--- config.mk ---
export PLATFORM = sky130hd
export DESIGN_NAME = avmm_burst_arbiter_2x1
export DESIGN_NICKNAME = d
export VERILOG_FILES = /design/src/rtl/avmm_arb_pkg.sv /design/src/rtl/avmm_rsp_tag_fifo.sv /design/src/rtl/avmm_burst_arbiter_2x1.sv
export SDC_FILE = /design/constraint.sdc
export NUM_CORES = 1
export LEC_CHECK = 0
export BUFFER_PORTS_ARGS = -buffer_cell sky130_fd_sc_hd__buf_2
export CAP_MARGIN = 20
export CORE_UTILIZATION = 30
export DETAILED_ROUTE_END_ITERATION = 8
export MAX_ROUTING_LAYER = met4
export PLACE_DENSITY_LB_ADDON = 0.15
export SLEW_MARGIN = 20
export SYNTH_ARGS = -nofsm -noshare
export SYNTH_HDL_FRONTEND = slang
export SYNTH_SLANG_ARGS = --single-unit
--- constraint.sdc ---
create_clock -name clk_clk -period 3.3 [get_ports clk_clk]
set_input_delay 0 -clock clk_clk [delete_from_list [all_inputs] [get_ports clk_clk]]
set_output_delay 0 -clock clk_clk [all_outputs]
set_load 0.01 [all_outputs]
--- src/rtl/avmm_arb_pkg.sv ---
// Shared types and constants for the two-master Avalon-MM burst arbiter.
package avmm_arb_pkg;

    localparam int unsigned ADDR_W      = 12;
    localparam int unsigned DATA_W      = 32;
    localparam int unsigned NUM_SYMBOLS = DATA_W / 8;
    localparam int unsigned BURST_W     = 4;
    localparam int unsigned MAX_BURST   = 8;
    localparam int unsigned MAX_PENDING = 4;
    localparam int unsigned PEND_W      = $clog2(MAX_PENDING);

    typedef logic [BURST_W-1:0] burstcount_t;

    typedef enum logic {
        IDLE     = 1'b0,
        WR_BURST = 1'b1
    } arb_state_t;

    // One outstanding read: issuing master and its beat count.
    typedef struct packed {
        logic        id;
        burstcount_t len;
    } rsp_tag_t;

    // A burstcount of zero is treated as a single beat.
    function automatic burstcount_t norm_burst(input burstcount_t bc);
        return (bc == '0) ? BURST_W'(1) : bc;
    endfunction

endpackage

--- src/rtl/avmm_rsp_tag_fifo.sv ---
// In-order FIFO of read tags used to route read responses back to masters.
module avmm_rsp_tag_fifo
    import avmm_arb_pkg::*;
(
    input  logic     clk,
    input  logic     rst_n,
    input  logic     push,
    input  rsp_tag_t push_data,
    input  logic     pop,
    output logic     full,
    output logic     empty,
    output rsp_tag_t head
);

    localparam int unsigned CNT_W = PEND_W + 1;

    rsp_tag_t          mem [MAX_PENDING];
    logic [PEND_W-1:0] wr_ptr;
    logic [PEND_W-1:0] rd_ptr;
    logic [CNT_W-1:0]  count;
    logic              do_push;
    logic              do_pop;

    assign do_push = push & ~full;
    assign do_pop  = pop & ~empty;

    // Pointer and occupancy tracking; simultaneous push/pop leaves count unchanged.
    always_ff @(posedge clk or negedge rst_n) begin
        if (!rst_n) begin
            wr_ptr <= '0;
            rd_ptr <= '0;
            count  <= '0;
        end else begin
            if (do_push) wr_ptr <= wr_ptr + PEND_W'(1);
            if (do_pop)  rd_ptr <= rd_ptr + PEND_W'(1);
            if (do_push && !do_pop)      count <= count + CNT_W'(1);
            else if (do_pop && !do_push) count <= count - CNT_W'(1);
        end
    end

    // Tag storage; contents are only meaningful while the entry is occupied.
    always_ff @(posedge clk) begin
        if (do_push) mem[wr_ptr] <= push_data;
    end

    assign full  = (count == CNT_W'(MAX_PENDING));
    assign empty = (count == '0);
    assign head  = mem[rd_ptr];

endmodule

--- src/rtl/avmm_burst_arbiter_2x1.sv ---
// Round-robin 2:1 Avalon-MM arbiter holding grant across write bursts,
// with read responses steered back through an in-order tag FIFO.
module avmm_burst_arbiter_2x1
    import avmm_arb_pkg::*;
(
    input  logic                   clk_clk,
    input  logic                   reset_reset_n,
    input  logic [ADDR_W-1:0]      m0_address,
    input  logic                   m0_read,
    input  logic                   m0_write,
    input  logic [DATA_W-1:0]      m0_writedata,
    input  logic [NUM_SYMBOLS-1:0] m0_byteenable,
    input  logic [BURST_W-1:0]     m0_burstcount,
    output logic                   m0_waitrequest,
    output logic [DATA_W-1:0]      m0_readdata,
    output logic                   m0_readdatavalid,
    input  logic [ADDR_W-1:0]      m1_address,
    input  logic                   m1_read,
    input  logic                   m1_write,
    input  logic [DATA_W-1:0]      m1_writedata,
    input  logic [NUM_SYMBOLS-1:0] m1_byteenable,
    input  logic [BURST_W-1:0]     m1_burstcount,
    output logic                   m1_waitrequest,
    output logic [DATA_W-1:0]      m1_readdata,
    output logic                   m1_readdatavalid,
    output logic [ADDR_W-1:0]      slv_address,
    output logic                   slv_read,
    output logic                   slv_write,
    output logic [DATA_W-1:0]      slv_writedata,
    output logic [NUM_SYMBOLS-1:0] slv_byteenable,
    output logic [BURST_W-1:0]     slv_burstcount,
    input  logic                   slv_waitrequest,
    input  logic [DATA_W-1:0]      slv_readdata,
    input  logic                   slv_readdatavalid,
    output logic                   err_orphan_rsp
);

    arb_state_t  state, state_nxt;
    logic        ptr, ptr_nxt;
    logic        burst_id, burst_id_nxt;
    burstcount_t beat_cnt, beat_cnt_nxt;
    burstcount_t rsp_cnt;

    logic        fifo_full, fifo_empty;
    rsp_tag_t    fifo_head;
    rsp_tag_t    push_tag;

    logic        req0, req1;
    logic        gnt_vld, gnt_id;
    logic        sel_read, sel_write;
    burstcount_t sel_bc;
    logic        rd_acc, wr_acc;
    logic        rsp_beat, rsp_pop;

    // A read only counts as a request while there is room to track it.
    assign req0 = m0_write | (m0_read & ~fifo_full);
    assign req1 = m1_write | (m1_read & ~fifo_full);

    // Grant selection: locked to the burst owner, else round-robin among requesters.
    always_comb begin
        gnt_vld = 1'b0;
        gnt_id  = 1'b0;
        if (state == WR_BURST) begin
            gnt_vld = 1'b1;
            gnt_id  = burst_id;
        end else if (req0 && req1) begin
            gnt_vld = 1'b1;
            gnt_id  = ptr;
        end else if (req0 || req1) begin
            gnt_vld = 1'b1;
            gnt_id  = req1;
        end
    end

    // Command mux toward the slave; write wins when a master raises both.
    always_comb begin
        sel_write      = gnt_id ? m1_write : m0_write;
        sel_read       = (gnt_id ? m1_read : m0_read) & ~sel_write;
        sel_bc         = norm_burst(gnt_id ? m1_burstcount : m0_burstcount);
        slv_address    = gnt_id ? m1_address : m0_address;
        slv_writedata  = gnt_id ? m1_writedata : m0_writedata;
        slv_byteenable = gnt_id ? m1_byteenable : m0_byteenable;
        slv_burstcount = sel_bc;
        slv_write      = reset_reset_n & gnt_vld & sel_write;
        slv_read       = reset_reset_n & gnt_vld & (state == IDLE) & sel_read & ~fifo_full;
        m0_waitrequest = ~reset_reset_n | ~(gnt_vld & ~gnt_id) | slv_waitrequest;
        m1_waitrequest = ~reset_reset_n | ~(gnt_vld & gnt_id) | slv_waitrequest;
    end

    assign rd_acc = slv_read & ~slv_waitrequest;
    assign wr_acc = slv_write & ~slv_waitrequest;

    // Next-state logic for grant state, priority pointer and burst beat count.
    always_comb begin
        state_nxt    = state;
        ptr_nxt      = ptr;
        burst_id_nxt = burst_id;
        beat_cnt_nxt = beat_cnt;
        case (state)
            IDLE: begin
                if (rd_acc) begin
                    ptr_nxt = ~gnt_id;
                end else if (wr_acc) begin
                    if (sel_bc > BURST_W'(1)) begin
                        state_nxt    = WR_BURST;
                        burst_id_nxt = gnt_id;
                        beat_cnt_nxt = sel_bc - BURST_W'(1);
                    end else begin
                        ptr_nxt = ~gnt_id;
                    end
                end
            end
            WR_BURST: begin
                if (wr_acc) begin
                    if (beat_cnt == BURST_W'(1)) begin
                        state_nxt    = IDLE;
                        ptr_nxt      = ~burst_id;
                        beat_cnt_nxt = '0;
                    end else begin
                        beat_cnt_nxt = beat_cnt - BURST_W'(1);
                    end
                end
            end
            default: state_nxt = IDLE;
        endcase
    end

    // Arbitration state register.
    always_ff @(posedge clk_clk or negedge reset_reset_n) begin
        if (!reset_reset_n) begin
            state    <= IDLE;
            ptr      <= 1'b0;
            burst_id <= 1'b0;
            beat_cnt <= '0;
        end else begin
            state    <= state_nxt;
            ptr      <= ptr_nxt;
            burst_id <= burst_id_nxt;
            beat_cnt <= beat_cnt_nxt;
        end
    end

    assign push_tag = '{id: gnt_id, len: sel_bc};

    avmm_rsp_tag_fifo u_tag_fifo (
        .clk       (clk_clk),
        .rst_n     (reset_reset_n),
        .push      (rd_acc),
        .push_data (push_tag),
        .pop       (rsp_pop),
        .full      (fifo_full),
        .empty     (fifo_empty),
        .head      (fifo_head)
    );

    // Response steering: data broadcast, valid only to the head tag's master.
    assign rsp_beat         = slv_readdatavalid & ~fifo_empty;
    assign rsp_pop          = rsp_beat & ((rsp_cnt + BURST_W'(1)) == fifo_head.len);
    assign m0_readdata      = slv_readdata;
    assign m1_readdata      = slv_readdata;
    assign m0_readdatavalid = reset_reset_n & rsp_beat & ~fifo_head.id;
    assign m1_readdatavalid = reset_reset_n & rsp_beat & fifo_head.id;

    // Response beat counter and sticky orphan-response flag.
    always_ff @(posedge clk_clk or negedge reset_reset_n) begin
        if (!reset_reset_n) begin
            rsp_cnt        <= '0;
            err_orphan_rsp <= 1'b0;
        end else begin
            if (rsp_pop)       rsp_cnt <= '0;
            else if (rsp_beat) rsp_cnt <= rsp_cnt + BURST_W'(1);
            if (slv_readdatavalid && fifo_empty) err_orphan_rsp <= 1'b1;
        end
    end

endmodule

==> impl_metrics.json <==
{
  "setup_viol": 0,
  "path_class": "flop to flop",
  "num_vias": 2656,
  "intPower_mw": 2.05,
  "detailedRoute.firstPassIterationCount": 4,
  "numPortBuffers": 170,
  "worst_ir_drop_vdd_mv": 0.298,
  "grtUsageMet2_pct": 32.4,
  "synth_ff_type": "sky130_fd_sc_hd__edfxtp_1",
  "maxCapViolations": 0,
  "finalMaxSlewViolations": 0,
  "pin_count_of_the_biggest_net_entering_global_routing": 60,
  "sw_frac_of_total_pct": 40.6,
  "data_arrival_time_of_the_critical_path_ns": 3.33,
  "seq_power_share_pct": 23.0,
  "core_footprint_um2": 11000,
  "reg2reg_setup_slack_ns": 0.14,
  "n_antenna_cell": 0,
  "pwr-share-comb_pct": 61.1,
  "timing_hold_violations_final": 0,
  "fill_cells": 1119,
  "place.gp.congestion": 0.851,
  "finish.instance_area_um2": 4120,
  "chipHeight_um": 109,
  "critPathLaunchType": "flop",
  "synth_fp_nets": 467,
  "ioPinCount": 267,
  "post-cts-setup-buffers": 0,
  "required_time_of_the_worst_setup_path_ns": 3.47,
  "post_synthesis_instance_area_um2": 3420,
  "grt_usage_pct": 18.4,
  "grt_first_pass_wirelength_um": 15900,
  "grt_use_met1_pct": 19.1,
  "tritoncts": "built",
  "power.switching_mw": 1.40,
  "sum_of_routed_wire_length_over_all_layers_um": 10400,
  "timing.final.ws_setup_ns": 0.141,
  "timing.slew.headroom_pct": 51.6,
  "vias_per_cell": 4.71,
  "layout.nets": 578,
  "avgRoutedWirePerCell_um": 18.4,
  "core.rowCount": 38,
  "number_of_global_route_vias_before_repair": 2980,
  "synth.ff_latch_count": 39,
  "p_leak_nw": 1.88,
  "clock_sinks": 39,
  "grt_use_met3_pct": 5.62,
  "dpl_worst_slack_ns": 0.145,
  "kind_of_end_point_of_the_critical_path": "flop",
  "drc": 0,
  "hold_start": "slv_readdata[13]",
  "fp.dieArea_um2": 11800,
  "layout-drive-gt1-share_pct": 60.8,
  "most-common-layout-cells": "sky130_fd_sc_hd__buf_2, sky130_fd_sc_hd__mux2_2, sky130_fd_sc_hd__edfxtp_1",
  "syn2layout_area_growth_pct": 20.5,
  "synth.avg_cell_area_um2": 11.0,
  "worst_slew_pin_slew_ns": 0.727,
  "grt_antenna_before_repair": 0,
  "cellPowerDensity_nw_per_um2": 839,
  "minimum_clock_period_ns": 3.16,
  "cts.root.buffer_cell": "sky130_fd_sc_hd__clkbuf_16",
  "cts_inserted_buffers": 5,
  "min_path_type": "input pin to output pin",
  "placedInstanceArea_um2": 3920,
  "pwr-share-clk_pct": 15.9,
  "smallest_hold_slack_ns": 0.00000571,
  "layout.cells.most_common": "sky130_fd_sc_hd__buf_2",
  "critPathLaunch": "u_tag_fifo.count[0]",
  "power.total_mw": 3.46,
  "global_route_hottest_layer": "met2",
  "htree_levels": 2,
  "timing.fmax_ghz": 0.317,
  "globalRouteOverflowTotal": 0,
  "antenna_violating_nets_post_route": 0,
  "critical_path.max_fanout": 5,
  "clock_skew_ns": 0.00777,
  "status": "finished clean",
  "post-route-period-util_pct": 95.7,
  "synth-warning-count": 0,
  "insertion_delay_to_the_later_sink_of_the_worst_skew_pair_ns": 0.28,
  "seq_area_frac_synth_pct": 31.4,
  "number_of_violations_reported_at_the_end_of_detailed_routing_iteration_0": 107,
  "clk_pin_slew_worst_paths_ns": 0.06,
  "synth_enable_flop_cells": 20,
  "dpl.hpwl_um": 8710,
  "ys_async_sr_fraction_pct": 48.7,
  "effective_utilization_at_floorplan_pct": 31.2,
  "dieWidth_um": 109,
  "cell_variety_after_synth": 59,
  "clock_tree.buffer_depth": 2,
  "netlist_instances": 312,
  "r2r-start": "u_tag_fifo.count[0]"
}
-- synthesized netlist by cell type (2+ instances only) --
library cell,count,area share (%)
sky130_fd_sc_hd__buf_4,64,14
sky130_fd_sc_hd__o31ai_1,3,0.66
sky130_fd_sc_hd__buf_6,7,2.3
sky130_fd_sc_hd__mux2i_1,4,1.2
sky130_fd_sc_hd__o21ai_0,10,1.5
sky130_fd_sc_hd__nor3_1,7,1.0
sky130_fd_sc_hd__edfxtp_1,20,18
sky130_fd_sc_hd__a221o_1,2,0.58
sky130_fd_sc_hd__and2_1,6,1.1
sky130_fd_sc_hd__xnor2_1,6,1.5
sky130_fd_sc_hd__nor2b_1,4,0.73
sky130_fd_sc_hd__a22o_1,4,1.0
sky130_fd_sc_hd__mux2_2,53,17
sky130_fd_sc_hd__nor2_1,9,0.99
sky130_fd_sc_hd__ha_1,10,3.7
sky130_fd_sc_hd__a21oi_1,7,1.0
sky130_fd_sc_hd__inv_1,13,1.4
sky130_fd_sc_hd__o2bb2ai_1,2,0.51
sky130_fd_sc_hd__nand2_1,7,0.77
sky130_fd_sc_hd__xor2_1,6,1.5
sky130_fd_sc_hd__nand4_1,2,0.37
sky130_fd_sc_hd__nand3_1,6,0.88
sky130_fd_sc_hd__dfrtp_1,19,14
sky130_fd_sc_hd__mux4_2,5,3.3
sky130_fd_sc_hd__nand2b_1,2,0.37
-- cells by family (layout without fill, tap and decap cells) --
family | count (synthesis) | in the layout | share of synthesized area [%]
compound gates | 42 | 42 | 9.43
xor+xnor | 13 | 13 | 3.76
fa+ha+maj | 11 | 11 | 4.24
buf+inv | 86 | 198 | 18.0
flops | 39 | 39 | 31.4
mux | 63 | 63 | 22.3
simple gates | 58 | 58 | 10.8
-- final timing paths --
path,to,depth (start not counted)
setup / recovery,beat_cnt[2],10
hold reg to reg,err_orphan_rsp,1
max in group asynchronous,u_tag_fifo.count[0],3
hold / removal,m0_readdata[13],0
min in group asynchronous,rsp_cnt[3],3
setup reg to reg,beat_cnt[2],10
-- sequential cells by signal (all words and copies together), names as in the netlist --
register and flops:
burst_id 1, state 1, rsp_cnt 4, u_tag_fifo.mem 20, ptr 1, u_tag_fifo.count 3
beat_cnt 4, u_tag_fifo.wr_ptr 2, u_tag_fifo.rd_ptr 2, err_orphan_rsp 1
-- power groups by stage --
stage	sequential (mW)	combinational (mW)	clock, mW
3_3_place_gp	0.804	2.10	0
5_1_grt	0.819	2.34	0.588
6_report	0.796	2.11	0.550
4_1_cts	0.799	2.13	0.567
2_1_floorplan	0.746	1.68	0
3_5_place_dp	0.806	2.12	0
-- metal layers --
| layer | vias to the layer above | part of all wire (%) |
|---|---|---|
| li1 | 1275 | - |
| met3 | 36 | 9.0 |
| met1 | 1240 | 36 |
| met4 | 0 | 3.7 |
| met2 | 105 | 52 |
| met5 | - | 0 |
-- critical path, cell delays in order (launching register included) --
cell and delay [ns]:
sky130_fd_sc_hd__dfrtp_1 0.45, sky130_fd_sc_hd__or4b_4 0.57, sky130_fd_sc_hd__and3_4 0.24, sky130_fd_sc_hd__o21ai_0 0.30, sky130_fd_sc_hd__o41ai_4 0.17, sky130_fd_sc_hd__ha_1 0.27, sky130_fd_sc_hd__o21ai_0 0.33, sky130_fd_sc_hd__nor3_4 0.09
sky130_fd_sc_hd__nor2_1 0.23, sky130_fd_sc_hd__o21bai_1 0.09, sky130_fd_sc_hd__a221o_1 0.30
-- area by class of cell --
cell class	instances	area (µm²)	area share, %
Multi-Input combinational cell	187	1750	42.4
Sequential cell	39	1080	26.1
Timing Repair Buffer	177	908	22.0
Tap cell	140	175	4.25
Clock buffer	5	125	3.03
Inverter	13	48.8	1.18
Clock inverter	3	43.8	1.06
-- timing repair --
item,in CTS,in global routing
endpoints found under the hold margin,20,0
setup endpoints to repair,0,5
hold buffers,2,0
resized for setup,0,2
-- stage by stage --
| step | std cells | util, % | setup TNS, ns |
|---|---|---|---|
| after floorplan | 312 | - | 0 |
| after global placement | 554 | 35.7 | 0 |
| after detailed placement | 554 | 35.7 | 0 |
| after CTS | 564 | 37.4 | 0 |
| after global routing | 564 | 37.5 | -0.0157 |
| final | 564 | 37.5 | 0 |
(Power assumes the default switching activity.)
